--- config.mk ---
export PLATFORM = sky130hd
export DESIGN_NAME = ifetch_queue
export DESIGN_NICKNAME = d
export VERILOG_FILES = /design/src/rtl/ifetch_pkg.sv /design/src/rtl/ifetch_fifo.sv /design/src/rtl/ifetch_queue.sv
export SDC_FILE = /design/constraint.sdc
export NUM_CORES = 1
export LEC_CHECK = 0
export ABC_AREA = 1
export BUFFER_PORTS_ARGS = -buffer_cell sky130_fd_sc_hd__buf_2
export CAP_MARGIN = 20
export CORE_AREA = 2 2 125 249
export CTS_CLUSTER_DIAMETER = 150
export DETAILED_ROUTE_END_ITERATION = 10
export DIE_AREA = 0 0 127 251
export PLACE_DENSITY_LB_ADDON = 0.25
export SLEW_MARGIN = 20
export SYNTH_ARGS = -nofsm -noshare
export SYNTH_HDL_FRONTEND = slang
export SYNTH_SLANG_ARGS = --single-unit
--- constraint.sdc ---
create_clock -name clk -period 9 [get_ports clk]
set_input_delay 1.8 -clock clk [delete_from_list [all_inputs] [get_ports clk]]
set_output_delay 1.8 -clock clk [all_outputs]
set_load 0.03 [all_outputs]
--- src/rtl/ifetch_pkg.sv ---
// Shared types and constants for the instruction fetch queue.
// Optional feature macro used by this slice: IFETCH_MISALIGN_CHECK_EN
package ifetch_pkg;

    localparam int XLEN = 32;
    localparam logic [XLEN-1:0] NOP_INSTR = 32'h0000_0013;

    // One buffered instruction as seen by decode.
    typedef struct packed {
        logic [XLEN-1:0] pc;
        logic [XLEN-1:0] instr;
        logic            misalign;
    } fetch_entry_t;

    localparam int ENTRY_W = $bits(fetch_entry_t);

    typedef enum logic {
        ST_FETCH = 1'b0,
        ST_HALT  = 1'b1
    } fetch_state_t;

endpackage

--- src/rtl/ifetch_fifo.sv ---
// Synchronous FIFO used both for buffered instructions and for the
// addresses of in-flight memory requests. Flush has priority over push/pop.
module ifetch_fifo #(
    parameter int DEPTH = 4,
    parameter int WIDTH = 32
) (
    input  logic                     clk,
    input  logic                     rst,
    input  logic                     flush,
    input  logic                     push,
    input  logic [WIDTH-1:0]         din,
    input  logic                     pop,
    output logic [WIDTH-1:0]         dout,
    output logic [$clog2(DEPTH):0]   count
);

    localparam int AW = $clog2(DEPTH);
    localparam logic [AW:0] FULL_CNT = (AW+1)'(DEPTH);

    logic [WIDTH-1:0] mem [DEPTH];
    logic [AW-1:0]    wr_ptr;
    logic [AW-1:0]    rd_ptr;
    logic             do_push;
    logic             do_pop;

    assign do_push = push && (count != FULL_CNT);
    assign do_pop  = pop  && (count != '0);
    assign dout    = mem[rd_ptr];

    // Pointer and occupancy update; flush empties the FIFO regardless of push/pop.
    always_ff @(posedge clk) begin
        // NOTE: sequential state uses non-blocking assignments so every register samples pre-edge values.
        if (rst || flush) begin
            wr_ptr <= '0;
            rd_ptr <= '0;
            count  <= '0;
        end else begin
            if (do_push) wr_ptr <= wr_ptr + AW'(1);
            if (do_pop)  rd_ptr <= rd_ptr + AW'(1);
            count <= count + (AW+1)'(do_push) - (AW+1)'(do_pop);
        end
    end

    // Storage write.
    always_ff @(posedge clk) begin
        // NOTE: the data array is deliberately not reset; validity is tracked by count alone.
        if (do_push && !flush) mem[wr_ptr] <= din;
    end

endmodule

--- src/rtl/ifetch_queue.sv ---
// Instruction fetch queue: issues sequential fetches, tracks in-flight
// requests, buffers responses for decode, and handles redirects by
// flushing buffered entries and discarding outstanding responses.
// Optional feature macro: IFETCH_MISALIGN_CHECK_EN (misaligned redirect
// produces a fault-marker entry and halts fetch until the next redirect).
module ifetch_queue
    import ifetch_pkg::*;
#(
    parameter int          DEPTH    = 4,
    parameter logic [31:0] RESET_PC = 32'h0000_0000
) (
    input  logic        clk,
    input  logic        rst,
    input  logic        redirect_valid,
    input  logic [31:0] redirect_pc,
    output logic        imem_req_valid,
    output logic [31:0] imem_req_addr,
    input  logic        imem_req_ready,
    input  logic        imem_rsp_valid,
    input  logic [31:0] imem_rsp_data,
    output logic        out_valid,
    input  logic        out_ready,
    output logic [31:0] out_pc,
    output logic [31:0] out_instr,
    output logic [31:0] out_pc_plus4,
    output logic        out_misalign
);

    localparam int CNT_W = $clog2(DEPTH) + 1;
    localparam logic [CNT_W:0] DEPTH_C = (CNT_W+1)'(DEPTH);

    fetch_state_t       state, state_next;
    logic [XLEN-1:0]    fetch_pc;
    logic [XLEN-1:0]    halt_pc;
    logic [XLEN-1:0]    redirect_pc_eff;
    logic [XLEN-1:0]    addr_head;
    logic [CNT_W-1:0]   inflight;
    logic [CNT_W-1:0]   inflight_after;
    logic [CNT_W-1:0]   drop;
    logic [CNT_W-1:0]   fifo_count;
    logic [CNT_W:0]     occupancy;
    logic [ENTRY_W-1:0] entry_dout;
    fetch_entry_t       entry_din;
    fetch_entry_t       head;
    logic               has_room;
    logic               req_hs;
    logic               rsp_keep;
    logic               misalign_redirect;
    logic               marker_pending;
    logic               marker_push;

`ifdef IFETCH_MISALIGN_CHECK_EN
    assign misalign_redirect = redirect_valid && (redirect_pc[1:0] != 2'b00);
    assign redirect_pc_eff   = redirect_pc;
`else
    assign misalign_redirect = 1'b0;
    assign redirect_pc_eff   = redirect_pc & ~32'h3;
`endif

    // Dropped requests still occupy capacity until their response returns.
    assign occupancy      = {1'b0, inflight} + {1'b0, fifo_count};
    assign has_room       = occupancy < DEPTH_C;
    assign req_hs         = imem_req_valid && imem_req_ready;
    assign inflight_after = inflight + CNT_W'(req_hs) - CNT_W'(imem_rsp_valid);
    assign rsp_keep       = imem_rsp_valid && (drop == '0) && !redirect_valid;
    assign imem_req_addr  = fetch_pc;

    // FSM state register.
    always_ff @(posedge clk) begin
        if (rst) state <= ST_FETCH;
        else     state <= state_next;
    end

    // Next-state and request/marker outputs.
    always_comb begin
        // NOTE: every output gets a default first so no path can infer a latch.
        state_next     = state;
        imem_req_valid = 1'b0;
        marker_push    = 1'b0;
        case (state)
            ST_FETCH: begin
                imem_req_valid = has_room && !rst;
                if (misalign_redirect) state_next = ST_HALT;
            end
            ST_HALT: begin
                // The marker goes in only after every dropped response has drained.
                marker_push = marker_pending && (drop == '0) && !redirect_valid;
                if (redirect_valid && !misalign_redirect) state_next = ST_FETCH;
            end
            default: state_next = ST_FETCH;
        endcase
    end

    // Fetch address and drop counter; a redirect drops everything still outstanding.
    always_ff @(posedge clk) begin
        if (rst) begin
            fetch_pc <= RESET_PC;
            drop     <= '0;
        end else if (redirect_valid) begin
            fetch_pc <= redirect_pc_eff;
            drop     <= inflight_after;
        end else begin
            if (req_hs) fetch_pc <= fetch_pc + 32'd4;
            if (imem_rsp_valid && (drop != '0)) drop <= drop - CNT_W'(1);
        end
    end

    // Pending fault marker for a misaligned redirect.
    always_ff @(posedge clk) begin
        if (rst) begin
            marker_pending <= 1'b0;
            halt_pc        <= '0;
        end else if (redirect_valid) begin
            marker_pending <= misalign_redirect;
            halt_pc        <= redirect_pc_eff;
        end else if (marker_push) begin
            marker_pending <= 1'b0;
        end
    end

    // Entry to enqueue: either a kept memory response or the fault marker.
    always_comb begin
        entry_din = '{pc: addr_head, instr: imem_rsp_data, misalign: 1'b0};
        if (marker_push) entry_din = '{pc: halt_pc, instr: NOP_INSTR, misalign: 1'b1};
    end

    // Addresses of accepted requests, popped as responses return in order.
    ifetch_fifo #(.DEPTH(DEPTH), .WIDTH(XLEN)) u_addr_fifo (
        .clk   (clk),
        .rst   (rst),
        .flush (1'b0),
        .push  (req_hs),
        .din   (fetch_pc),
        .pop   (imem_rsp_valid),
        .dout  (addr_head),
        .count (inflight)
    );

    // Instructions waiting for decode.
    ifetch_fifo #(.DEPTH(DEPTH), .WIDTH(ENTRY_W)) u_entry_fifo (
        .clk   (clk),
        .rst   (rst),
        .flush (redirect_valid),
        .push  (rsp_keep || marker_push),
        .din   (entry_din),
        .pop   (out_valid && out_ready),
        .dout  (entry_dout),
        .count (fifo_count)
    );

    assign head         = fetch_entry_t'(entry_dout);
    assign out_valid    = (fifo_count != '0);
    assign out_pc       = out_valid ? head.pc : '0;
    assign out_instr    = out_valid ? head.instr : '0;
    assign out_misalign = out_valid && head.misalign;
    assign out_pc_plus4 = out_pc + 32'd4;

endmodule

==> impl_metrics.yaml <==
critical_path:
  worst_path_max_delay_cell: "buf_4"
  crit_required_ps: 7200
  setup.worst_path.start_class: "flop"
  path_class: "flop to output port"
  crit_path_end_kind: "output port"
  worst-path-max-fanout: 99
  cp_cell_sequence: "buf_4 -> nand2_1 -> nand3_1 -> and2_4 -> inv_1 -> nor2_1 -> ha_1 -> nand2_1 -> nor2_4 -> nand2_4 -> nor2_4 -> nand2_2 -> xor2_1 -> buf_2"
  worst-endpoint-arrival_ps: 4030
  crit_path_max_incr_delay_ps: 830
clocking:
  cts_root_buf: "clkbuf_16"
  worstSkewPairLatency_ps: 540
  clkTransAtPathRegs_ps: 70
  htree_levels: 2
  cts.hold.buffers_added: 0
  post_cts.resized_instances: 0
  cts_setup_buffers: 0
  clkSinkCount: 420
  clk_path_buf_depth: 3
  cts_buffers: 36
  cts_tree: "done"
global_routing:
  via_count_of_the_first_global_routing_pass: 12870
  global_route_total_usage_across_every_layer_pct: 27.45
  antenna_violations_before_repair: 1
  wire_length_of_the_first_global_routing_pass_um: 67530
  grt_max_degree: 125
  grt_remaining_overflow: 0
logic_synthesis:
  synthDominantAreaCellType: "edfxtp_1"
  synth_top_cells_by_area: "edfxtp_1, nand2_1, nor2_1, dfxtp_1, o21ai_0"
  yosys.area_share.simple_pct: 19.09
  synth.yosys.seq_area_share_pct: 64.52
  synthDistinctLibCells: 42
  synth-seq-cells: 420
  synth-compound-area-share_pct: 7.844
  combinational_family_with_the_most_area_after_synthesis: "simple AND/OR/NAND/NOR gates"
  synth-xor-area-share_pct: 1.215
  post_synth.cell_area_avg_um2: 10.29
  synth_cells: 1822
  synth-adder-area-share_pct: 1.656
  synth_mux_area_share_pct: 0
  yosys_warnings: 0
  synth.cell_area_um2: 18740
  yosys.area.top_type_share_pct: 58.96
power_and_ir_drop:
  worst_ir_drop_vdd_mv: 0.2840
  seq_power_share_pct: 49.4
  total_power_density_per_cell_area_nw_per_um2: 225.6
  switchingPower_mw: 1.342
  fin_total_pwr_mw: 4.755
  power.switching_fraction_pct: 28.21
  power_frac_comb_pct: 16.9
  clock_power_share_pct: 33.7
  cellInternalPower_mw: 3.414
  power.leakage_nw: 8.207
die:
  io_pins: 201
  fp.dieArea_um2: 31880
  core_area_um2: 29950
  die_w_um: 127
  die_height_um: 251
  initial_core_util_pct: 62.57
  num_rows: 90
detailed_routing:
  total_wire_length_um: 44010
  drt_first_iter_violations: 1604
  drcViolationCount: 0
  routed_wire_length_per_instance_um: 18.45
  drt_pre_antenna_iters: 6
  residual_antenna_violating_net_count_after_detailed_routing: 0
  vias: 13580
  detail_route.vias_per_cell: 5.692
finish:
  filler_cell_count: 2243
  layout-drive-gt1-share_pct: 16.71
  mostFrequentLayoutCell: "edfxtp_1"
  synthToLayoutAreaGrowth_pct: 12.47
  final_net_count: 2082
  final_cell_mix: "edfxtp_1, nand2_1, nor2_1, buf_2, o21ai_0"
timing:
  hold_violations: 0
  achievable-frequency_mhz: 171.7
  fin_setup_tns_ps: 0
  final-setup-viol-count: 0
  tightest_slew_ps: 1101
  final_max_slew_viol_count: 0
  layout_worst_path_cycle_share_pct: 64.73
  worst_slew_margin_rel_pct: 26.58
  rsz_0062_raised_after_global_routing: "no"
  final.min_clock_period_ps: 5826
  clock_skews_ps: 21.07
  finalHoldWorstSlack_ps: 451.2
place:
  half_perimeter_wire_length_of_the_detailed_placement_result_um: 26780
  gp_congestion: 0.9422
  io_buffers: 191
worst_hold_path:
  hold_class: "flop to flop"
status:
  status: "finished clean"
job:
  maxCapViolations: 0
## per-stage QoR
step	setup slack (ps)	util (%)	area, µm²	std cells
finish	3174	70.37	21080	2386
CTS	3201	70.36	21080	2385
detailed placement	3784	66.30	19860	2319
global route	2906	70.37	21080	2386
global placement	3855	66.28	19850	2319
floorplan	3745	-	18760	1828
## synthesized netlist by cell type, drive strengths merged
cell    instances
xnor2           1
clkbuf         28
ha             20
nand3         116
buf            56
nor2          340
a31oi           8
o22ai          30
dfxtp          52
nand4          12
nand3b          3
fa              3
conb            1
a221oi          1
nor3           11
o21bai          1
xor2           25
a21oi          68
a211oi          4
inv           148
o21ai         166
and2            2
and3            1
o21a            1
nand2         354
edfxtp        368
o31ai           1
clkinv          1
## layout make-up
cell class	count	area, µm²	area share (%)
antenna	1	2.502	0.01187
timing repair buffer	207	1076	5.105
multi-input combinational	1175	5657	26.84
clock buffer	44	972.2	4.612
tap	368	460.4	2.184
inverter	149	569.3	2.701
sequential	420	12100	57.39
clock inverter	22	245.2	1.163
## metal layers
layer	share of wire [%]	GRT usage (%)	up-vias	wire length, µm
met2	50	46.22	548	22170
li1	-	-	6499	-
met1	38	34.70	6421	16940
met4	4.6	12.87	0	2043
met3	6.5	4.618	113	2859
met5	0	0	-	0
## worst paths after layout
check | cells after the start | to | slack, ps | start
min | 2 | state | 450 | state
max reg2reg | 10 | u_entry_fifo.count[2] | 6150 | u_entry_fifo.count[1]
min reg2reg | 2 | state | 450 | state
max | 14 | out_pc_plus4[16] | 3170 | flop
## worst max-delay path: cells and delay by family, from the launching register on
kind	cells	cell delay, ps
and+or+nand+nor	9	1260
buffers and inverters	3	1090
DFF	1	560
adders and majority gates	1	360
xor gates and xnor gates	1	150
## logic make-up (layout without fill, tap and decap cells)
logic type,count (synthesis),count (layout)
fa+ha+maj,23,23
compound gates,280,280
xor+xnor,26,26
buf+inv,233,422
flops,420,420
simple gates,839,839
other cells,1,8
## sequential cells by signal (all words and copies together), names as in the netlist, named ones only
register,count
imem_req_addr,30
u_addr_fifo.rd_ptr,2
drop,3
u_entry_fifo.wr_ptr,2
u_addr_fifo.count,3
u_entry_fifo.mem,248
u_addr_fifo.wr_ptr,2
state,1
u_entry_fifo.rd_ptr,2
u_entry_fifo.count,3
u_addr_fifo.mem,120
## power groups by stage
stage	clock network, mW	registers, mW	logic (mW)
after floorplan	0	2.39	0.535
after global placement	0	2.39	0.775
after detailed placement	0	2.39	0.796
after CTS	1.62	2.35	0.806
after global routing	1.71	2.36	0.878
final	1.60	2.35	0.804
Power figures use the tool's default switching activity.
